[config.mk]
export PLATFORM = sky130hd
export DESIGN_NAME = hazard_scheduler
export DESIGN_NICKNAME = d
export VERILOG_FILES = /design/src/rtl/hazard_scheduler.sv
export SDC_FILE = /design/constraint.sdc
export NUM_CORES = 1
export LEC_CHECK = 0
export BUFFER_PORTS_ARGS = -buffer_cell sky130_fd_sc_hd__buf_2
export CORE_AREA = 2 2 90 92
export DETAILED_ROUTE_END_ITERATION = 12
export DIE_AREA = 0 0 92 94
export PLACE_DENSITY_LB_ADDON = 0.08
export SETUP_SLACK_MARGIN = 0.4
export SLEW_MARGIN = 30
export SYNTH_ARGS = -nofsm -noshare
export SYNTH_HDL_FRONTEND = slang
export SYNTH_SLANG_ARGS = --single-unit
[constraint.sdc]
create_clock -name clock -period 10.75 [get_ports clock]
set_input_delay 2.15 -clock clock [delete_from_list [all_inputs] [get_ports clock]]
set_output_delay 2.15 -clock clock [all_outputs]
set_load 0.1 [all_outputs]
[src/rtl/hazard_scheduler.sv]
// Scoreboard issue controller: tracks outstanding register/flag writes, stalls issue on
// RAW hazards, saturated counters or a busy bus, and times the post-jump flush window.
module hazard_scheduler #(
  parameter int FLUSH_CYCLES = 2,
  parameter int MAX_INFLIGHT = 3
) (
  input  logic        clock,
  input  logic        reset,
  input  logic        issue_valid,
  input  logic        issue_dest_write,
  input  logic [3:0]  issue_dest_index,
  input  logic        issue_src_a_used,
  input  logic        issue_src_b_used,
  input  logic [3:0]  issue_src_a_index,
  input  logic [3:0]  issue_src_b_index,
  input  logic        issue_writes_status,
  input  logic        issue_reads_status,
  input  logic        bus_busy,
  input  logic        retire_write,
  input  logic [3:0]  retire_index,
  input  logic        retire_status,
  input  logic        jump,
  input  logic        cancel_valid,
  input  logic [3:0]  cancel_index,
  input  logic        cancel_status,
  output logic        stall,
  output logic        issue_accept,
  output logic        flush,
  output logic [15:0] pending,
  output logic        status_pending,
  output logic        idle,
  output logic        scoreboard_error
);

  typedef enum logic {IDLE, FLUSHING} flush_state_t;

  localparam logic [1:0] MAX_CNT   = 2'(MAX_INFLIGHT);
  localparam logic [3:0] FLUSH_LEN = 4'(FLUSH_CYCLES);

  logic [1:0]   cnt_q [16];
  logic [1:0]   cnt_d [16];
  logic [1:0]   scnt_q, scnt_d;
  logic [3:0]   fcnt_q, fcnt_d;
  flush_state_t state_q, state_d;
  logic         err_q, err_d;
  logic         hazard;

  // Returns {error, next_count}; clamps the net result into the 2-bit range.
  function automatic logic [2:0] count_update(input logic [1:0] c, input logic inc,
                                              input logic dec_r, input logic dec_c);
    logic signed [3:0] net;
    net = $signed({2'b00, c}) + $signed({3'b000, inc})
        - $signed({3'b000, dec_r}) - $signed({3'b000, dec_c});
    if (net < 4'sd0) return {1'b1, 2'd0};
    if (net > 4'sd3) return {1'b1, 2'd3};
    return {1'b0, net[1:0]};
  endfunction

  always_comb begin
    for (int n = 0; n < 16; n++) pending[n] = (cnt_q[n] != 2'd0);
  end

  assign status_pending   = (scnt_q != 2'd0);
  assign idle             = ~|pending & ~status_pending;
  assign flush            = (fcnt_q != 4'd0);
  assign scoreboard_error = err_q;

  assign hazard = (issue_src_a_used & pending[issue_src_a_index])
                | (issue_src_b_used & pending[issue_src_b_index])
                | (issue_reads_status & status_pending);

  assign stall = issue_valid & (hazard | bus_busy | flush
                 | (issue_dest_write & (cnt_q[issue_dest_index] == MAX_CNT))
                 | (issue_writes_status & (scnt_q == MAX_CNT)));

  assign issue_accept = issue_valid & ~stall;

  always_comb begin
    logic [2:0] upd;
    upd   = '0;
    err_d = err_q;
    for (int n = 0; n < 16; n++) begin
      upd = count_update(cnt_q[n],
                         issue_accept & issue_dest_write & (issue_dest_index == 4'(n)),
                         retire_write & (retire_index == 4'(n)),
                         cancel_valid & (cancel_index == 4'(n)));
      cnt_d[n] = upd[1:0];
      err_d    = err_d | upd[2];
    end
    upd    = count_update(scnt_q, issue_accept & issue_writes_status, retire_status, cancel_status);
    scnt_d = upd[1:0];
    err_d  = err_d | upd[2];
  end

  // Flush window: jump (re)loads the full length in either state.
  always_comb begin
    state_d = state_q;
    fcnt_d  = fcnt_q;
    case (state_q)
      IDLE: begin
        if (jump) begin
          fcnt_d  = FLUSH_LEN;
          state_d = FLUSHING;
        end
      end
      FLUSHING: begin
        if (jump) fcnt_d = FLUSH_LEN;
        else      fcnt_d = fcnt_q - 4'd1;
        state_d = (fcnt_d != 4'd0) ? FLUSHING : IDLE;
      end
      default: begin
        state_d = IDLE;
        fcnt_d  = 4'd0;
      end
    endcase
  end

  always_ff @(posedge clock or negedge reset) begin
    if (!reset) begin
      for (int n = 0; n < 16; n++) cnt_q[n] <= 2'd0;
      scnt_q  <= 2'd0;
      fcnt_q  <= 4'd0;
      state_q <= IDLE;
      err_q   <= 1'b0;
    end else begin
      for (int n = 0; n < 16; n++) cnt_q[n] <= cnt_d[n];
      scnt_q  <= scnt_d;
      fcnt_q  <= fcnt_d;
      state_q <= state_d;
      err_q   <= err_d;
    end
  end

endmodule

==> results.json, run 1 <==
{
  "outcome": "complete, no violations",
  "grt_use_total_pct": 29.6,
  "cts_resized": 0,
  "worstSetupEndpoint": "issue_accept",
  "fp.dieW_um": 92,
  "drt-initial-drc-count": 537,
  "critPathLaunchType": "input port",
  "worstSetupStartpoint": "issue_dest_index[0]",
  "ir_worst_vdd_mv": 0.154,
  "rsz0062_at_grt": "false",
  "min_period_ns": 6.77,
  "setup_ws_ns": 3.98,
  "postSynthCellCount": 542,
  "layout_common_cells": "inv_1, ha_1, nor2_1",
  "start_util_pct": 64.4,
  "syn_nets": 696,
  "post_cts_buffers": 0,
  "cp.arrival_ns": 4.62,
  "synth-seq-cells": 40,
  "r2r_cells": 12,
  "root_buffer": "clkbuf_8",
  "yosysWarnings": 0,
  "fp-row-count": 32,
  "max_freq_mhz": 148,
  "first_global_vias": 4010,
  "relSlewSlack_pct": 45.5,
  "synth_ff_type": "dfrtp_1",
  "num_io_pins": 56,
  "route.detailed.drc": 0,
  "skew_ns": 0.00969,
  "layout_commonest_cell": "inv_1",
  "cts-buffers-inserted": 5,
  "antenna_found_initial": 0,
  "wire_per_inst_um": 17.0,
  "worst-setup-path-type": "in -> out",
  "finalSetupViolations": 0,
  "coreArea_sq_um": 7610,
  "tightest_slew_ns": 0.817,
  "routabilityCongestion": 1.01,
  "avgSynthCellArea_sq_um": 9.04,
  "grt_max_degree": 41,
  "dr.pass1.iters": 5,
  "synth-seq-area-share_pct": 20.4,
  "hold_violations": 0,
  "portBuffers": 55,
  "antenna_cells": 0,
  "wl_um": 11800,
  "final_nets": 749,
  "ys_async_sr_fraction_pct": 100,
  "worstSkewPairLatency_ns": 0.30,
  "synth_cell_types": 47,
  "r2r-start": "cnt_q[23]",
  "r2r_end": "scoreboard_error",
  "area_growth_pct": 9.94,
  "htreeDepth": 2,
  "tns_ns": 0,
  "pre_cts_slack_ns": 3.99,
  "clk_pin_slew_ns": 0.08,
  "drv_cap": 0,
  "vias": 3932,
  "clockBufferDepth": 2,
  "dp_hpwl_um": 9900,
  "grt_first_pass_wirelength_um": 19700,
  "synth_area_sq_um": 4900,
  "hold_class": "reg -> reg",
  "dieArea_sq_um": 8650,
  "drv_slew": 0,
  "vias_per_cell": 5.63,
  "overflow": 0,
  "drt.antenna.violating_nets": 0,
  "postCtsHoldBufs": 0,
  "endpoint_kind": "primary output",
  "rrSetupSlack_ns": 6.71,
  "leakagePower_nw": 2.75,
  "fin_crit_sh_pct": 62.9,
  "crit_required_ns": 8.60,
  "cp_max_fo": 19,
  "clock-sinks": 40,
  "powerDensity_nw_per_um2": 208,
  "die_height_um": 94,
  "synth_edf_count": 0,
  "cts_tree": "built",
  "drive_gt1_share_pct": 17.3
}
how the worst min path moves through the flow:
stage,from,to,depth (start not counted)
after floorplan,fcnt_q[1],fcnt_q[1],2
after detailed placement,fcnt_q[3],fcnt_q[3],2
after CTS,fcnt_q[3],state_q,2
after global routing,fcnt_q[3],fcnt_q[3],2
after global placement,fcnt_q[1],fcnt_q[1],2
final,fcnt_q[3],state_q,2
through the flow:
stage	util, %	cells	power (W)	hold slack (ns)	area, sq um
3_3_place_gp	69.3	690	0.000968	0.536	5280
2_1_floorplan	-	542	0.000839	0.509	4900
5_1_grt	70.8	698	0.00119	0.603	5390
4_1_cts	70.8	698	0.00112	0.584	5390
3_5_place_dp	69.4	690	0.000986	0.568	5280
6_report	70.8	698	0.00112	0.578	5390
per-layer routing:
metal  GRT usage [%]  wire length, um  up-vias
li1                -                -     1816
met1            37.4             4820     1909
met2            51.8             5920      170
met3            3.45              690       37
met4            11.9              405        0
met5               0                0        -
critical path, stage by stage:
cell     delay (ns)
buf_2          0.32
mux4_1         0.60
mux2i_1        0.15
mux2i_1        0.09
o21a_1         0.39
nor4b_1        0.42
buf_2          0.49
layout make-up:
cell class / instances / area, sq um
repair buffers: 58 / 300
inverters: 140 / 526
clock inverters: 2 / 35.0
flip-flops and latches: 40 / 1000
fillers: 633 / 2220
multi-input cells: 350 / 3320
well taps: 102 / 128
clock buffers: 6 / 72.6
power by group:
group	total (W)	switching, W	internal (W)
Clock	0.000128	0.0000587	0.0000691
Combinational	0.000713	0.000522	0.000191
Sequential	0.000276	0.0000693	0.000207
sequential cells by signal (all words and copies together), names as in the netlist:
register and flops:
scnt_q 2, cnt_q 32, scoreboard_error 1, state_q 1, fcnt_q 4
cells in the mapped netlist, types with 4 or more instances:
cell type / count / area share [%]
or2_2: 5 / 0.64
a2111oi_0: 4 / 0.72
dfrtp_1: 40 / 20
nor3_1: 14 / 1.4
nand3_1: 10 / 1.0
or2_4: 4 / 0.72
nor4_1: 11 / 1.4
nand4_1: 4 / 0.51
mux4_2: 8 / 3.7
nand2_1: 20 / 1.5
mux2_2: 4 / 0.92
nand2b_1: 12 / 1.5
nand3b_1: 6 / 0.92
inv_1: 140 / 11
buf_2: 6 / 0.61
nor2_1: 75 / 5.7
nor4_2: 10 / 2.6
fa_1: 34 / 14
ha_1: 86 / 22
cells by family (layout without fill, tap and decap cells):
group	Yosys count	in the layout	synth area share, %
buffers and inverters	152	206	12.0
muxes	17	17	6.28
AOI/OAI and AO/OA	22	22	4.11
adders and majority gates	120	120	35.9
and+or+nand+nor	187	187	20.6
xor gates and xnor gates	4	4	0.715
DFF	40	40	20.4
Note: power is estimated with default switching activity, not from simulation.
==> run 2: changes to the inputs <==
--- a/config.mk
+++ b/config.mk
@@ -6,9 +6,9 @@
 export NUM_CORES = 1
 export LEC_CHECK = 0
 export BUFFER_PORTS_ARGS = -buffer_cell sky130_fd_sc_hd__buf_2
-export CORE_AREA = 2 2 90 92
+export CORE_AREA = 2 2 98 100
 export DETAILED_ROUTE_END_ITERATION = 12
-export DIE_AREA = 0 0 92 94
+export DIE_AREA = 0 0 100 102
 export PLACE_DENSITY_LB_ADDON = 0.08
 export SETUP_SLACK_MARGIN = 0.4
 export SLEW_MARGIN = 30
==> constraint.sdc (replaced) <==
create_clock -name clock -period 5.8 [get_ports clock]
set_input_delay 1.16 -clock clock [delete_from_list [all_inputs] [get_ports clock]]
set_output_delay 1.16 -clock clock [all_outputs]
set_load 0.1 [all_outputs]
==> run 2 against run 1 <==
Compared with the run above:
- combinational power rose by 87%
- design area is 0.26% higher
- utilization down 12 points
- clock power up 63%
- sequential cell count stayed put
- highest routed layer unchanged
- first-iteration DRC count decreased by 50%
- die area up 18%
- register-to-register slack worse by 4.9 ns
- sequential share of layout area is essentially flat
- routed wire length up 5.2%
==> results.json, run 2 (same netlist as run 1, synthesis figures left out) <==
{
  "outcome": "complete, no violations",
  "dieArea_sq_um": 10200,
  "crit_path_cell_trace": "buf_2 > mux4_1 > mux2i_1 > mux2i_1 > o21a_1 > nor4b_2 > buf_2",
  "vias": 3858,
  "drv_cap": 0,
  "hold_ws_ns": 0.565,
  "cp.arrival_ns": 3.61,
  "vias_per_cell": 5.44,
  "endpoint_kind": "primary output",
  "top_register": "cnt_q",
  "skew_ns": 0.00934,
  "finalSetupViolations": 0,
  "reg_top3": "cnt_q x32, fcnt_q x4, scnt_q x2",
  "htreeDepth": 2,
  "dp_hpwl_um": 10400,
  "fin_area_sq_um": 5400,
  "hold_violations": 0,
  "drt-initial-drc-count": 266,
  "clock-sinks": 40,
  "clockBufferDepth": 2,
  "first_global_vias": 3963,
  "leakagePower_nw": 2.74,
  "max_freq_mhz": 210,
  "fp-row-count": 35,
  "wire_per_inst_um": 17.6,
  "drv_slew": 0,
  "final_nets": 750,
  "cts-buffers-inserted": 5,
  "portBuffers": 55,
  "cp_max_fo": 19,
  "fp.dieW_um": 100,
  "worstSkewPairLatency_ns": 0.31,
  "wl_um": 12400,
  "dpl_cell_area_sq_um": 5300,
  "num_io_pins": 56,
  "area_growth_pct": 10.2,
  "tightest_slew_ns": 0.908,
  "antenna_found_initial": 1,
  "cpMaxStageDelayCell": "mux4_1",
  "grt_first_pass_wirelength_um": 20400,
  "utilization_pct": 59.3,
  "drive_gt1_share_pct": 17.4,
  "dr.pass1.iters": 5,
  "route.detailed.drc": 0,
  "critPathMaxStageDelay_ns": 0.61,
  "grt_use_total_pct": 26.3,
  "powerDensity_nw_per_um2": 380,
  "ir_worst_vdd_mv": 0.333,
  "rsz0062_at_grt": "false",
  "clk_pin_slew_ns": 0.09,
  "post_cts_buffers": 0,
  "postCtsHoldBufs": 0,
  "tns_ns": 0,
  "layout_commonest_cell": "inv_1",
  "min_period_ns": 4.77,
  "fin_crit_sh_pct": 82.3,
  "crit_required_ns": 4.64,
  "layout_common_cells": "inv_1, ha_1, nor2_1",
  "routabilityCongestion": 0.924,
  "overflow": 0,
  "grt_max_degree": 41,
  "hold_class": "reg -> reg",
  "drt.antenna.violating_nets": 0,
  "critPathLaunchType": "input port",
  "relSlewSlack_pct": 39.4,
  "cts_tree": "built",
  "largest_reg_flops": 32,
  "coreArea_sq_um": 9110,
  "start_util_pct": 53.8,
  "die_height_um": 102,
  "cts_resized": 0,
  "finalPower_w": 0.00205,
  "root_buffer": "clkbuf_8",
  "worst-setup-path-type": "in -> out"
}
[run 2: changes by cell type in the layout (fill, tap and decap cells not counted), sizes merged]
cell / change
buf: +1
bufinv: -1
clkinv: -1
diode: +1
clkbuf: +2
[run 2: per-stage QoR]
step	cells	worst slack (ns)
final	709	1.03
after global routing	708	0.879
after CTS	707	1.04
after detailed placement	699	0.943
after global placement	698	0.971
after floorplan	542	0.467
[run 2: cell type report]
type / count / area (sq um)
Fill cell: 823 / 3710
Inverter: 140 / 526
Tap cell: 111 / 139
Multi-Input combinational cell: 350 / 3330
Antenna cell: 1 / 2.50
Timing Repair Buffer: 59 / 312
Clock buffer: 8 / 90.1
Sequential cell: 40 / 1000
[run 2: final timing paths]
check                                    start  cells after the start          endpoint  slack, ns
min in group asynchronous                reset                      1         cnt_q[12]       0.85
min reg2reg                          fcnt_q[3]                      2           state_q       0.56
max in group asynchronous                reset                      1         cnt_q[26]       4.57
max                        issue_dest_index[0]                      7      issue_accept       1.03
max reg2reg                          cnt_q[31]                     12  scoreboard_error       1.78
min                                  fcnt_q[3]                      2           state_q       0.56
[run 2: routing by layer]
layer	track usage, %	routed length (um)
met1	33.7	5170
met2	44.1	5990
met3	5.47	889
met4	10.1	396
met5	0	0
[run 2: where the power goes]
part           switching (W)  internal (W)
logic               0.000976      0.000358
registers           0.000127      0.000383
clock network       0.000111     0.0000975
[run 2: critical path, delay by kind of cell]
kind | cells | cell delay, ns
multiplexers | 3 | 0.85
buffers and inverters | 2 | 0.79
AO/OA/AOI/OAI | 1 | 0.42
AND/OR/NAND/NOR | 1 | 0.38
==> run 3: changes to the inputs <==
--- a/config.mk
+++ b/config.mk
@@ -6,9 +6,9 @@
 export NUM_CORES = 1
 export LEC_CHECK = 0
 export BUFFER_PORTS_ARGS = -buffer_cell sky130_fd_sc_hd__buf_2
-export CORE_AREA = 2 2 98 100
+export CORE_AREA = 2 2 93 95
 export DETAILED_ROUTE_END_ITERATION = 12
-export DIE_AREA = 0 0 100 102
+export DIE_AREA = 0 0 95 97
 export PLACE_DENSITY_LB_ADDON = 0.08
 export SETUP_SLACK_MARGIN = 0.4
 export SLEW_MARGIN = 30
==> constraint.sdc (replaced) <==
create_clock -name clock -period 4.66 [get_ports clock]
set_input_delay 0.932 -clock clock [delete_from_list [all_inputs] [get_ports clock]]
set_output_delay 0.932 -clock clock [all_outputs]
set_load 0.1 [all_outputs]
==> run 3 against run 2 <==
Compared with the run above:
- routed wire length shrank 3.7%
- global-route usage grew 1.5 points
- combinational power grew 26%
- sequential power grew 25%
- via count grew 1.4%
- first-iteration DRC count shrank 17%
- clock power grew 58%
- design area grew 1.9%
- die area shrank 9.7%
- power grew 28%
- utilization grew 8.4 points
- setup slack lost 0.45 ns
- highest routed layer unchanged
==> results.json, run 3 (same netlist as run 1, synthesis figures left out) <==
{
  "hold_class": "reg -> reg",
  "drv_cap": 0,
  "relSlewSlack_pct": 58.0,
  "rsz0062_at_grt": "false",
  "endpoint_kind": "flop",
  "cts-buffers-inserted": 5,
  "tightest_slew_ns": 0.628,
  "portBuffers": 55,
  "cp_max_fo": 19,
  "fin_crit_sh_pct": 87.5,
  "fp-row-count": 33,
  "reg_top3": "cnt_q x32, fcnt_q x4, scnt_q x2",
  "powerDensity_nw_per_um2": 478,
  "area_growth_pct": 12.4,
  "ir_worst_vdd_mv": 0.334,
  "use_met1_pct": 36.0,
  "layout_common_cells": "inv_1, ha_1, nor2_1",
  "cp.arrival_ns": 4.26,
  "coreArea_sq_um": 8130,
  "final_nets": 755,
  "busiest_layer": "met2",
  "leakagePower_nw": 2.80,
  "crit_required_ns": 4.84,
  "antenna_cells": 0,
  "max_freq_mhz": 245,
  "vias_per_cell": 5.53,
  "use_met3_pct": 3.50,
  "dr.pass1.iters": 5,
  "drv_slew": 0,
  "cts_tree": "built",
  "grt_first_pass_wirelength_um": 19400,
  "critPathMaxStageDelay_ns": 0.55,
  "clock-sinks": 40,
  "crit_top_cell": "ha_1",
  "antenna_found_initial": 0,
  "layout_commonest_cell": "inv_1",
  "start_util_pct": 60.2,
  "drive_gt1_share_pct": 18.6,
  "post_cts_buffers": 0,
  "critPathLaunchType": "input port",
  "num_io_pins": 56,
  "min_period_ns": 4.08,
  "clk_pin_slew_ns": 0.09,
  "dieArea_sq_um": 9220,
  "drt.antenna.violating_nets": 0,
  "worstSkewPairLatency_ns": 0.31,
  "route.detailed.drc": 0,
  "skew_ns": 0.00735,
  "vias": 3911,
  "crit_path_cell_trace": "buf_2 > mux4_2 > a2111oi_2 > a311oi_4 > buf_4 > nor4_1 > ha_1 > ha_1 > ha_1 > and4_1 > nand3_1 > or4_1",
  "grt_use_total_pct": 27.8,
  "worst-setup-path-type": "in -> reg",
  "utilization_pct": 67.7,
  "hold_violations": 0,
  "overflow": 0,
  "wire_per_inst_um": 17.0,
  "top_register": "cnt_q",
  "htreeDepth": 2,
  "largest_reg_flops": 32,
  "dp_hpwl_um": 10000,
  "routabilityCongestion": 1.00,
  "grt_max_degree": 41,
  "critPathTopFamily": "simple AND/OR/NAND/NOR gates",
  "clockBufferDepth": 2,
  "fin_cells": 707,
  "fp.dieW_um": 95,
  "first_global_vias": 4018,
  "place_inst": 699,
  "tns_ns": 0,
  "outcome": "complete, no violations",
  "cpMaxStageDelayCell": "or4_1",
  "cp_num_buf_inv": 2,
  "die_height_um": 97,
  "gr-usage-met2_pct": 46.8,
  "finalSetupViolations": 0,
  "wl_um": 12000,
  "drt-initial-drc-count": 220,
  "root_buffer": "clkbuf_8"
}
==> run 3: worst paths after layout <==
check / from / slack [ns] / endpoint / cells after the start
max reg2reg: cnt_q[23] / 0.70 / scoreboard_error / 12
max: issue_src_a_index[2] / 0.58 / scoreboard_error / 12
min: fcnt_q[3] / 0.57 / fcnt_q[3] / 2
max in group asynchronous: reset / 3.65 / cnt_q[3] / 1
min reg2reg: fcnt_q[3] / 0.57 / fcnt_q[3] / 2
min in group asynchronous: reset / 0.62 / cnt_q[13] / 1
==> run 3: metal layers <==
metal	wire, um	vias to the layer above
met1	4960	1898
met3	683	29
met2	5920	159
met5	0	-
met4	422	0
li1	-	1825
==> run 3: repair_timing <==
item | in CTS | in global routing
endpoints found under the setup margin | 0 | 1
hold buffers | 0 | 0
resized for setup | 0 | 1
==> run 3: metrics by stage <==
stage	hold WS [ns]	instance area (sq um)	total power [W]	setup slack (ns)
detailed placement	0.560	5380	0.00230	0.240
floorplan	0.509	4920	0.00194	0.389
finish	0.566	5500	0.00263	0.580
global route	0.595	5500	0.00281	0.388
CTS	0.573	5500	0.00263	0.571
global placement	0.541	5370	0.00226	0.267
==> run 3: final cells by class <==
| class | instances | area (sq um) |
|---|---|---|
| clock inverter | 1 | 30.0 |
| tap | 105 | 131 |
| fill | 688 | 2630 |
| multi-input combinational | 350 | 3340 |
| timing repair buffer | 64 | 375 |
| sequential | 40 | 1000 |
| inverter | 140 | 526 |
| clock buffer | 7 | 96.3 |
==> run 3: tightest hold or removal path, delay by kind of cell (launching register included) <==
| kind | cells | cell delay (ns) |
|---|---|---|
| simple gates | 1 | 0.04 |
| xor+xnor | 1 | 0.12 |
| flops | 1 | 0.38 |
==> run 3: power by group <==
part | total [W] | internal, W | switching [W] | leakage [nW]
Clock | 0.000330 | 0.000189 | 0.000141 | 0.0645
Sequential | 0.000635 | 0.000477 | 0.000157 | 0.499
Combinational | 0.00167 | 0.000454 | 0.00121 | 2.24
Total | 0.00263 | 0.00112 | 0.00151 | 2.80
